`config.mk`:
```
export PLATFORM = sky130hd
export DESIGN_NAME = ldl_ring_shift_flat
export DESIGN_NICKNAME = d
export VERILOG_FILES = /design/src/rtl/ldl_ring_shift_pkg.sv /design/src/rtl/ldl_ring_shift_if.sv /design/src/rtl/ldl_ring_shift_stage.sv /design/src/rtl/ldl_ring_shift.sv /design/src/flat_wrapper.sv
export SDC_FILE = /design/constraint.sdc
export NUM_CORES = 1
export LEC_CHECK = 0
export CAP_MARGIN = 20
export CORE_ASPECT_RATIO = 1.5
export CORE_UTILIZATION = 35
export DETAILED_ROUTE_END_ITERATION = 12
export HOLD_SLACK_MARGIN = 0.06
export PLACE_DENSITY = 0.65
export SKIP_LAST_GASP = 1
export SYNTH_ARGS = -nofsm -noshare
export SYNTH_HDL_FRONTEND = slang
export SYNTH_HIERARCHICAL = 1
export SYNTH_SLANG_ARGS = --single-unit
```
`constraint.sdc`:
```
create_clock -name clk -period 2.25 [get_ports clk]
set_input_delay 0.3375 -clock clk [delete_from_list [all_inputs] [get_ports clk]]
set_output_delay 0.3375 -clock clk [all_outputs]
set_load 0.05 [all_outputs]
```
`src/rtl/ldl_ring_shift_pkg.sv`:
```
// ldl_ring_shift_pkg: direction encoding and the rotate-by-constant bit mapping
package ldl_ring_shift_pkg;
  localparam logic DIR_LEFT = 1'b0;
  localparam logic DIR_RIGHT = 1'b1;
  // Output bit i of a width-w rotation by amt takes this input bit.
  function automatic int src_idx(input int i, input int w, input int amt, input logic dir);
    int s;
    s = amt % w;
    return (dir == DIR_RIGHT) ? (i + s) % w : (i + w - s) % w;
  endfunction
endpackage

```
`src/rtl/ldl_ring_shift_if.sv`:
```
// ldl_ring_shift_if: sample-in / result-out bundle for the ring shifter
interface ldl_ring_shift_if #(parameter int WIDTH = 8);
  localparam int SW = $clog2(WIDTH);
  logic in_vld;
  logic dir;
  logic [SW-1:0] step;
  logic [WIDTH-1:0] x;
  logic out_vld;
  logic [WIDTH-1:0] y;
  modport master(output in_vld, dir, step, x, input out_vld, y);
  modport slave(input in_vld, dir, step, x, output out_vld, y);
endinterface

```
`src/rtl/ldl_ring_shift_stage.sv`:
```
// ldl_ring_shift_stage: one conditional rotate-by-AMT barrel stage
module ldl_ring_shift_stage
  import ldl_ring_shift_pkg::*;
#(
  parameter int WIDTH = 8,
  parameter int AMT = 1
) (
  input logic en,
  input logic dir,
  input logic [WIDTH-1:0] d,
  output logic [WIDTH-1:0] q
);
  logic [WIDTH-1:0] l, r;
  for (genvar i = 0; i < WIDTH; i++) begin : g_b
    localparam int LI = src_idx(i, WIDTH, AMT, DIR_LEFT);
    localparam int RI = src_idx(i, WIDTH, AMT, DIR_RIGHT);
    assign l[i] = d[LI];
    assign r[i] = d[RI];
  end
  assign q = en ? ((dir == DIR_RIGHT) ? r : l) : d;
endmodule

```
`src/rtl/ldl_ring_shift.sv`:
```
// ldl_ring_shift: registered logarithmic barrel rotator, amount taken modulo WIDTH.
// Define LDL_RING_SHIFT_PIPE_EN to add a mid-barrel register (latency 2).
module ldl_ring_shift #(
  parameter int WIDTH = 8
) (
  input logic clk,
  input logic rst,
  ldl_ring_shift_if.slave s
);
  localparam int SW = $clog2(WIDTH);
  logic [WIDTH-1:0] dn [SW+1];
  logic vl;
  assign dn[0] = s.x;
`ifdef LDL_RING_SHIFT_PIPE_EN
  localparam int P = SW / 2;
  logic [WIDTH-1:0] p_d;
  logic [SW-1:0] p_s;
  logic p_dr, p_v;
  assign vl = p_v;
`else
  assign vl = s.in_vld;
`endif
  // Rotating by 2^k in a ring is already modulo WIDTH, so stages sum to step mod WIDTH.
  for (genvar k = 0; k < SW; k++) begin : g_st
    logic [WIDTH-1:0] q;
    logic en, dr;
`ifdef LDL_RING_SHIFT_PIPE_EN
    assign en = (k > P) ? p_s[k] : s.step[k];
    assign dr = (k > P) ? p_dr : s.dir;
    assign dn[k+1] = (k == P) ? p_d : q;
`else
    assign en = s.step[k];
    assign dr = s.dir;
    assign dn[k+1] = q;
`endif
    ldl_ring_shift_stage #(.WIDTH(WIDTH), .AMT(1 << k)) u_stage (
      .en(en),
      .dir(dr),
      .d(dn[k]),
      .q(q)
    );
  end
`ifdef LDL_RING_SHIFT_PIPE_EN
  always_ff @(posedge clk or posedge rst)
    if (rst) begin
      p_d <= '0;
      p_s <= '0;
      p_dr <= 1'b0;
      p_v <= 1'b0;
    end else begin
      p_d <= g_st[P].q;
      p_s <= s.step;
      p_dr <= s.dir;
      p_v <= s.in_vld;
    end
`endif
  always_ff @(posedge clk or posedge rst)
    if (rst) begin
      s.out_vld <= 1'b0;
      s.y <= '0;
    end else begin
      s.out_vld <= vl;
      if (vl) s.y <= dn[SW];
    end
endmodule

```
`src/flat_wrapper.sv`:
```
// flat-port wrapper written by rule: the top's interface ports become plain ports
module ldl_ring_shift_flat 
#(
  parameter int WIDTH = 8
)
  (clk, rst, s_in_vld, s_dir, s_step, s_x, s_out_vld, s_y);
  ldl_ring_shift_if #(.WIDTH(WIDTH)) s_i ();
  input logic clk;
  input logic rst;
  input wire logic [$bits(s_i.in_vld)-1:0] s_in_vld;
  input wire logic [$bits(s_i.dir)-1:0] s_dir;
  input wire logic [$bits(s_i.step)-1:0] s_step;
  input wire logic [$bits(s_i.x)-1:0] s_x;
  output wire logic [$bits(s_i.out_vld)-1:0] s_out_vld;
  output wire logic [$bits(s_i.y)-1:0] s_y;
  assign s_i.in_vld = s_in_vld;
  assign s_i.dir = s_dir;
  assign s_i.step = s_step;
  assign s_i.x = s_x;
  assign s_out_vld = s_i.out_vld;
  assign s_y = s_i.y;
  ldl_ring_shift #(.WIDTH(WIDTH)) u_core (.clk(clk), .rst(rst), .s(s_i));
endmodule
```
==> out/results.txt, run 1 <==
Mapped Cells - 82
H-tree lvl count - 1
First-pass GRT wire length - 2.65 mm
DR pass1 iterations - 2
Synth warn - 6
Clk buf depth - 2
Hpwl dp - 1.25 mm
Highest clock rate - 0.504 GHz
Most frequent cells in the layout - clkdlybuf4s50_1 (23), mux2_4 (16), mux2i_1 (16), a21oi_1 (16), nor2_1 (12)
CTS Buf Count - 3
Fraction of the cycle the final worst path needs - 0.882
Gr usage total - 0.125
Post-Route WL - 1.46 mm
Critical path peak fanout - 13
Status - finished, final reports clean
Finished Layout Cells - 127
Slew headroom - 0.647
Tightest Pin Transition - 0.528 ns
Unrepaired setup endpoints after global routing - no
Via count - 646
Pwr dens - 611 nW/um^2
Reg2Reg Setup Slack - 1.48 ns
Flops & latches, synth - 9
Hold slack - 0.330 ns
Synth top area share - 0.280
HP Class - primary input to async pin
Die width - 42.4 um
Final Power - 0.672 mW
Final global-route overflow total - 0
Fin nets - 120
Area growth from synthesis to layout - 28.3%
Critical Path, Cell by Cell - clkdlybuf4s50_1 -> buf_12 -> mux2i_1 -> a21oi_1 -> mux2i_1 -> a21oi_1 -> mux2_4 -> mux2_4
TritonCTS clock tree - built
CP Class - primary input to flip-flop
Worst skew pair latency - 0.26 ns
Root Driver - clkbuf_4
Slowest stage delay, CP - 0.51 ns
Routability Congestion - 0.772
Worst EP arrival - 2.13 ns
Ports - 24
DR vias/cell - 5.09
Synth Cell Area - 857 um^2
Post-synth top area cell - mux2_4
Clock tree sinks - 9
Placed Instances - 123
Maximum VDD drop - 235 uV
N_diodes - 0
Post-Place Cell Area - 1070 um^2
Die ar. - 2650 um^2
Cell variety after synth - 9
Setup Skew - 0 ns
Mapped Nets - 97
CTS Hold Bufs - 0
Initial DRC count - 2
Chip height - 62.6 um
CP max-delay cell - clkdlybuf4s50_1
Top cells by area, synth - mux2_4 (28%), dfrtp_1 (26%), mux2i_1 (19%)
Core Footprint - 2290 um^2
# resized after CTS - 0
Setup TNS - 0 ns
Initial antenna violation count - 0
Fin. max-slew vios - 0
Final setup fails - 0
Port bufs - 23
# DRC - 0
Sequential area share after synthesis - 0.263
Worst-path clk slew - 0.06 ns
Fill cells - 230
Max cap viols - 0
Starting Density - 0.375
Element type at the critical path start - primary input
Crit Reg-Reg Endpoint - u_core/s.y[3]
Design Area, Final - 1100 um^2
Final Hold Fails - 0
R2R Path Start - u_core/s.y[3]
# Post-CTS Setup Buffers - 0
R2r worst-path depth - 1
Most common cell after layout, fill and taps aside - clkdlybuf4s50_1
Worst Setup End Kind - flip-flop
Ratio of cells with drive above 1 in the final layout - 0.250
Vias in the first global route - 640
Crit path time final - 1.98 ns
Syn_area_per_cell - 10.5 um^2
Worst path required time - 2.39 ns
Antenna Nets Post-Route - 0
FP Rows - 21
Largest net degree at the start of global routing - 17
P_leak - 0.509 nW
WL per Instance - 11.5 um
## per-layer routing
| layer | GRT usage | up-vias | share of wire |
|---|---|---|---|
| met1 | 0.127 | 288 | 0.40 |
| li1 | - | 331 | - |
| met3 | 0.0202 | 2 | 0.042 |
| met5 | 0 | - | 0 |
| met4 | 0.0586 | 0 | 0.014 |
| met2 | 0.235 | 25 | 0.55 |
## where the power goes
| group | total (mW) | switching (mW) | internal [mW] |
|---|---|---|---|
| logic | 0.345 | 0.181 | 0.164 |
| clock network | 0.122 | 0.0541 | 0.0682 |
| registers | 0.204 | 0.0149 | 0.189 |
| total | 0.672 | 0.250 | 0.421 |
## synth_stat cells
master	count
nor2_1	12
nor2_2	4
a21oi_1	16
mux2i_1	16
inv_1	1
mux2_4	16
buf_6	6
clkbuf_2	2
dfrtp_1	9
## worst max-delay path by stage
stage | end | startpoint
after global routing | u_core/s.y[2] | s_dir
after CTS | u_core/s.y[7] | s_dir
after detailed placement | u_core/s.y[7] | s_dir
after global placement | u_core/s.y[2] | s_dir
final | u_core/s.y[7] | s_dir
after floorplan | u_core/s.y[2] | s_dir
## stage by stage
step	utilization	setup slack, ns
2_1_floorplan	-	0.664
3_3_place_gp	0.470	0.0185
3_5_place_dp	0.470	-0.0191
4_1_cts	0.481	0.253
5_1_grt	0.481	0.130
6_report	0.481	0.265
## state kept, by name (all words and copies together), names as in the netlist
| name | count |
|---|---|
| u_core/s.out_vld | 1 |
| u_core/s.y | 8 |
## worst max-delay path: cells and delay by family
| kind | cells | cell delay, ns |
|---|---|---|
| buffers and inverters | 2 | 0.67 |
| AO/OA/AOI/OAI | 2 | 0.23 |
| multiplexers | 4 | 0.90 |
## cells by family (layout without fill, tap and decap cells)
family,count (synthesis),after routing,share of synthesized area
flops,9,9,0.263
mux,32,32,0.467
simple gates,16,16,0.0817
buf+inv,9,31,0.0949
compound gates,16,16,0.0934
## area by class of cell
type	instances	area (um^2)	share of cell area
repair buffers	26	265	0.241
inverters	1	3.75	0.00341
well taps	23	28.8	0.0262
multi-input cells	64	551	0.501
clock buffers	4	26.3	0.0239
flip-flops and latches	9	225	0.205
Power figures use the tool's default switching activity.
==> run 2: changes to the inputs <==
CELL_PAD_IN_SITES_DETAIL_PLACEMENT = 0   (was unset)
CELL_PAD_IN_SITES_GLOBAL_PLACEMENT = 1   (was unset)
PLACE_DENSITY = 0.8   (was 0.65)
==> run 2 against run 1 <==
Die area is the same. Final cell count is the same. Sequential cell count stayed put. Combinational power about the same. Setup slack worse by 0.024 ns. Fmax is 1.2% lower. Design area unchanged. Wire length up 1.4%. Largest power group unchanged.
==> out/results.txt, run 2 (synthesis results as in run 1) <==
CP max-delay cell - clkdlybuf4s50_1
Worst Setup End Kind - flip-flop
HP Class - primary input to async pin
Busiest grt layer - met2
Most frequent cells in the layout - clkdlybuf4s50_1 (23), mux2_4 (16), mux2i_1 (16), a21oi_1 (16), nor2_1 (12)
TritonCTS clock tree - built
Hpwl dp - 1.24 mm
Initial DRC count - 18
Clock tree sinks - 9
DR vias/cell - 5.29
WL per Instance - 11.7 um
Vias in the first global route - 648
Final setup fails - 0
Worst path required time - 2.39 ns
Fraction of the cycle the final worst path needs - 0.893
Worst skew pair latency - 0.25 ns
Tightest Pin Transition - 0.546 ns
Largest net degree at the start of global routing - 17
Starting Density - 0.375
Initial antenna violation count - 0
Area growth from synthesis to layout - 28.3%
N_diodes - 0
Fin nets - 120
CTS Hold Bufs - 0
P_leak - 0.509 nW
Max cap viols - 0
Post-Place Cell Area - 1070 um^2
Port bufs - 23
# resized after CTS - 0
Antenna Nets Post-Route - 0
Met2 usage - 0.233
Setup Skew - 0 ns
Critical Path, Cell by Cell - clkdlybuf4s50_1 -> buf_12 -> mux2i_1 -> a21oi_1 -> mux2i_1 -> a21oi_1 -> mux2_4 -> mux2_4
Worst-path clk slew - 0.06 ns
Core Footprint - 2290 um^2
CP Class - primary input to flip-flop
Slew headroom - 0.635
Maximum VDD drop - 199 uV
Biggest regs - u_core/s.y x8, u_core/s.out_vld x1
Most common cell after layout, fill and taps aside - clkdlybuf4s50_1
Pwr dens - 610 nW/um^2
Clk buf depth - 2
Ports - 24
Fin. max-slew vios - 0
CTS Buf Count - 3
Final global-route overflow total - 0
Critical path peak fanout - 13
Global routing usage on met3 - 0.00867
Die width - 42.4 um
H-tree lvl count - 1
# DRC - 0
Chip height - 62.6 um
Root Driver - clkbuf_4
Unrepaired setup endpoints after global routing - no
Max reg flops - 8
Met1 usage - 0.130
Element type at the critical path start - primary input
Largest reg by FF count - u_core/s.y
Final Hold Fails - 0
Gr usage total - 0.128
Die ar. - 2650 um^2
Ratio of cells with drive above 1 in the final layout - 0.250
# Post-CTS Setup Buffers - 0
Highest clock rate - 0.498 GHz
Hold slack - 0.345 ns
Design Area, Final - 1100 um^2
Worst EP arrival - 2.15 ns
Post-Route WL - 1.48 mm
Crit path time final - 2.01 ns
Status - finished, final reports clean
Routability Congestion - 0.725
Slowest stage delay, CP - 0.50 ns
FP Rows - 21
First-pass GRT wire length - 2.67 mm
Via count - 672
DR pass1 iterations - 6
run 2: cell counts in the layout (fill, tap and decap cells not counted):
Identical to the previous run, type by type.
run 2: power by group:
| group | total (mW) | internal, mW | switching, mW |
|---|---|---|---|
| combinational | 0.346 | 0.164 | 0.182 |
| sequential | 0.204 | 0.189 | 0.0144 |
| clock | 0.121 | 0.0681 | 0.0529 |
run 2: final cells by class:
class | instances | area (um^2)
Clock buffer | 4 | 26.3
Fill cell | 236 | 1190
Inverter | 1 | 3.75
Tap cell | 23 | 28.8
Timing Repair Buffer | 26 | 265
Multi-Input combinational cell | 64 | 551
Sequential cell | 9 | 225
run 2: layer usage:
layer | up-vias | part of all wire
met4 | 0 | 0.014
met1 | 311 | 0.39
met3 | 2 | 0.047
met2 | 24 | 0.54
li1 | 335 | -
met5 | - | 0
run 2: critical path, delay by kind of cell:
kind                   cells  cell delay, ns
AOI/OAI and AO/OA          2            0.22
muxes                      4            0.92
buffers and inverters      2            0.66
run 2: path summary, 6_finish.rpt:
path	cells past startpoint	endpoint	slack [ns]	start
worst min register to register	1	u_core/s.y[6]	0.51	u_core/s.y[6]
worst max register to register	1	u_core/s.y[4]	1.48	u_core/s.y[4]
max in group asynchronous	2	u_core/s.y[0]	1.66	rst
worst max-delay path	8	u_core/s.y[4]	0.24	s_dir
min in group clk	1	u_core/s.y[6]	0.51	u_core/s.y[6]
worst min-delay path	2	u_core/s.y[3]	0.35	rst
run 2: metrics by stage:
step,total power [mW],utilization,cells,TNS [ns],worst slack (ns)
4_1_cts,0.683,0.481,127,0,0.266
2_1_floorplan,0.458,-,82,0,0.664
6_report,0.671,0.481,127,0,0.241
5_1_grt,0.708,0.481,127,0,0.131
3_3_place_gp,0.549,0.470,123,0,0.0289
3_5_place_dp,0.555,0.470,123,-0.00769,-0.00617
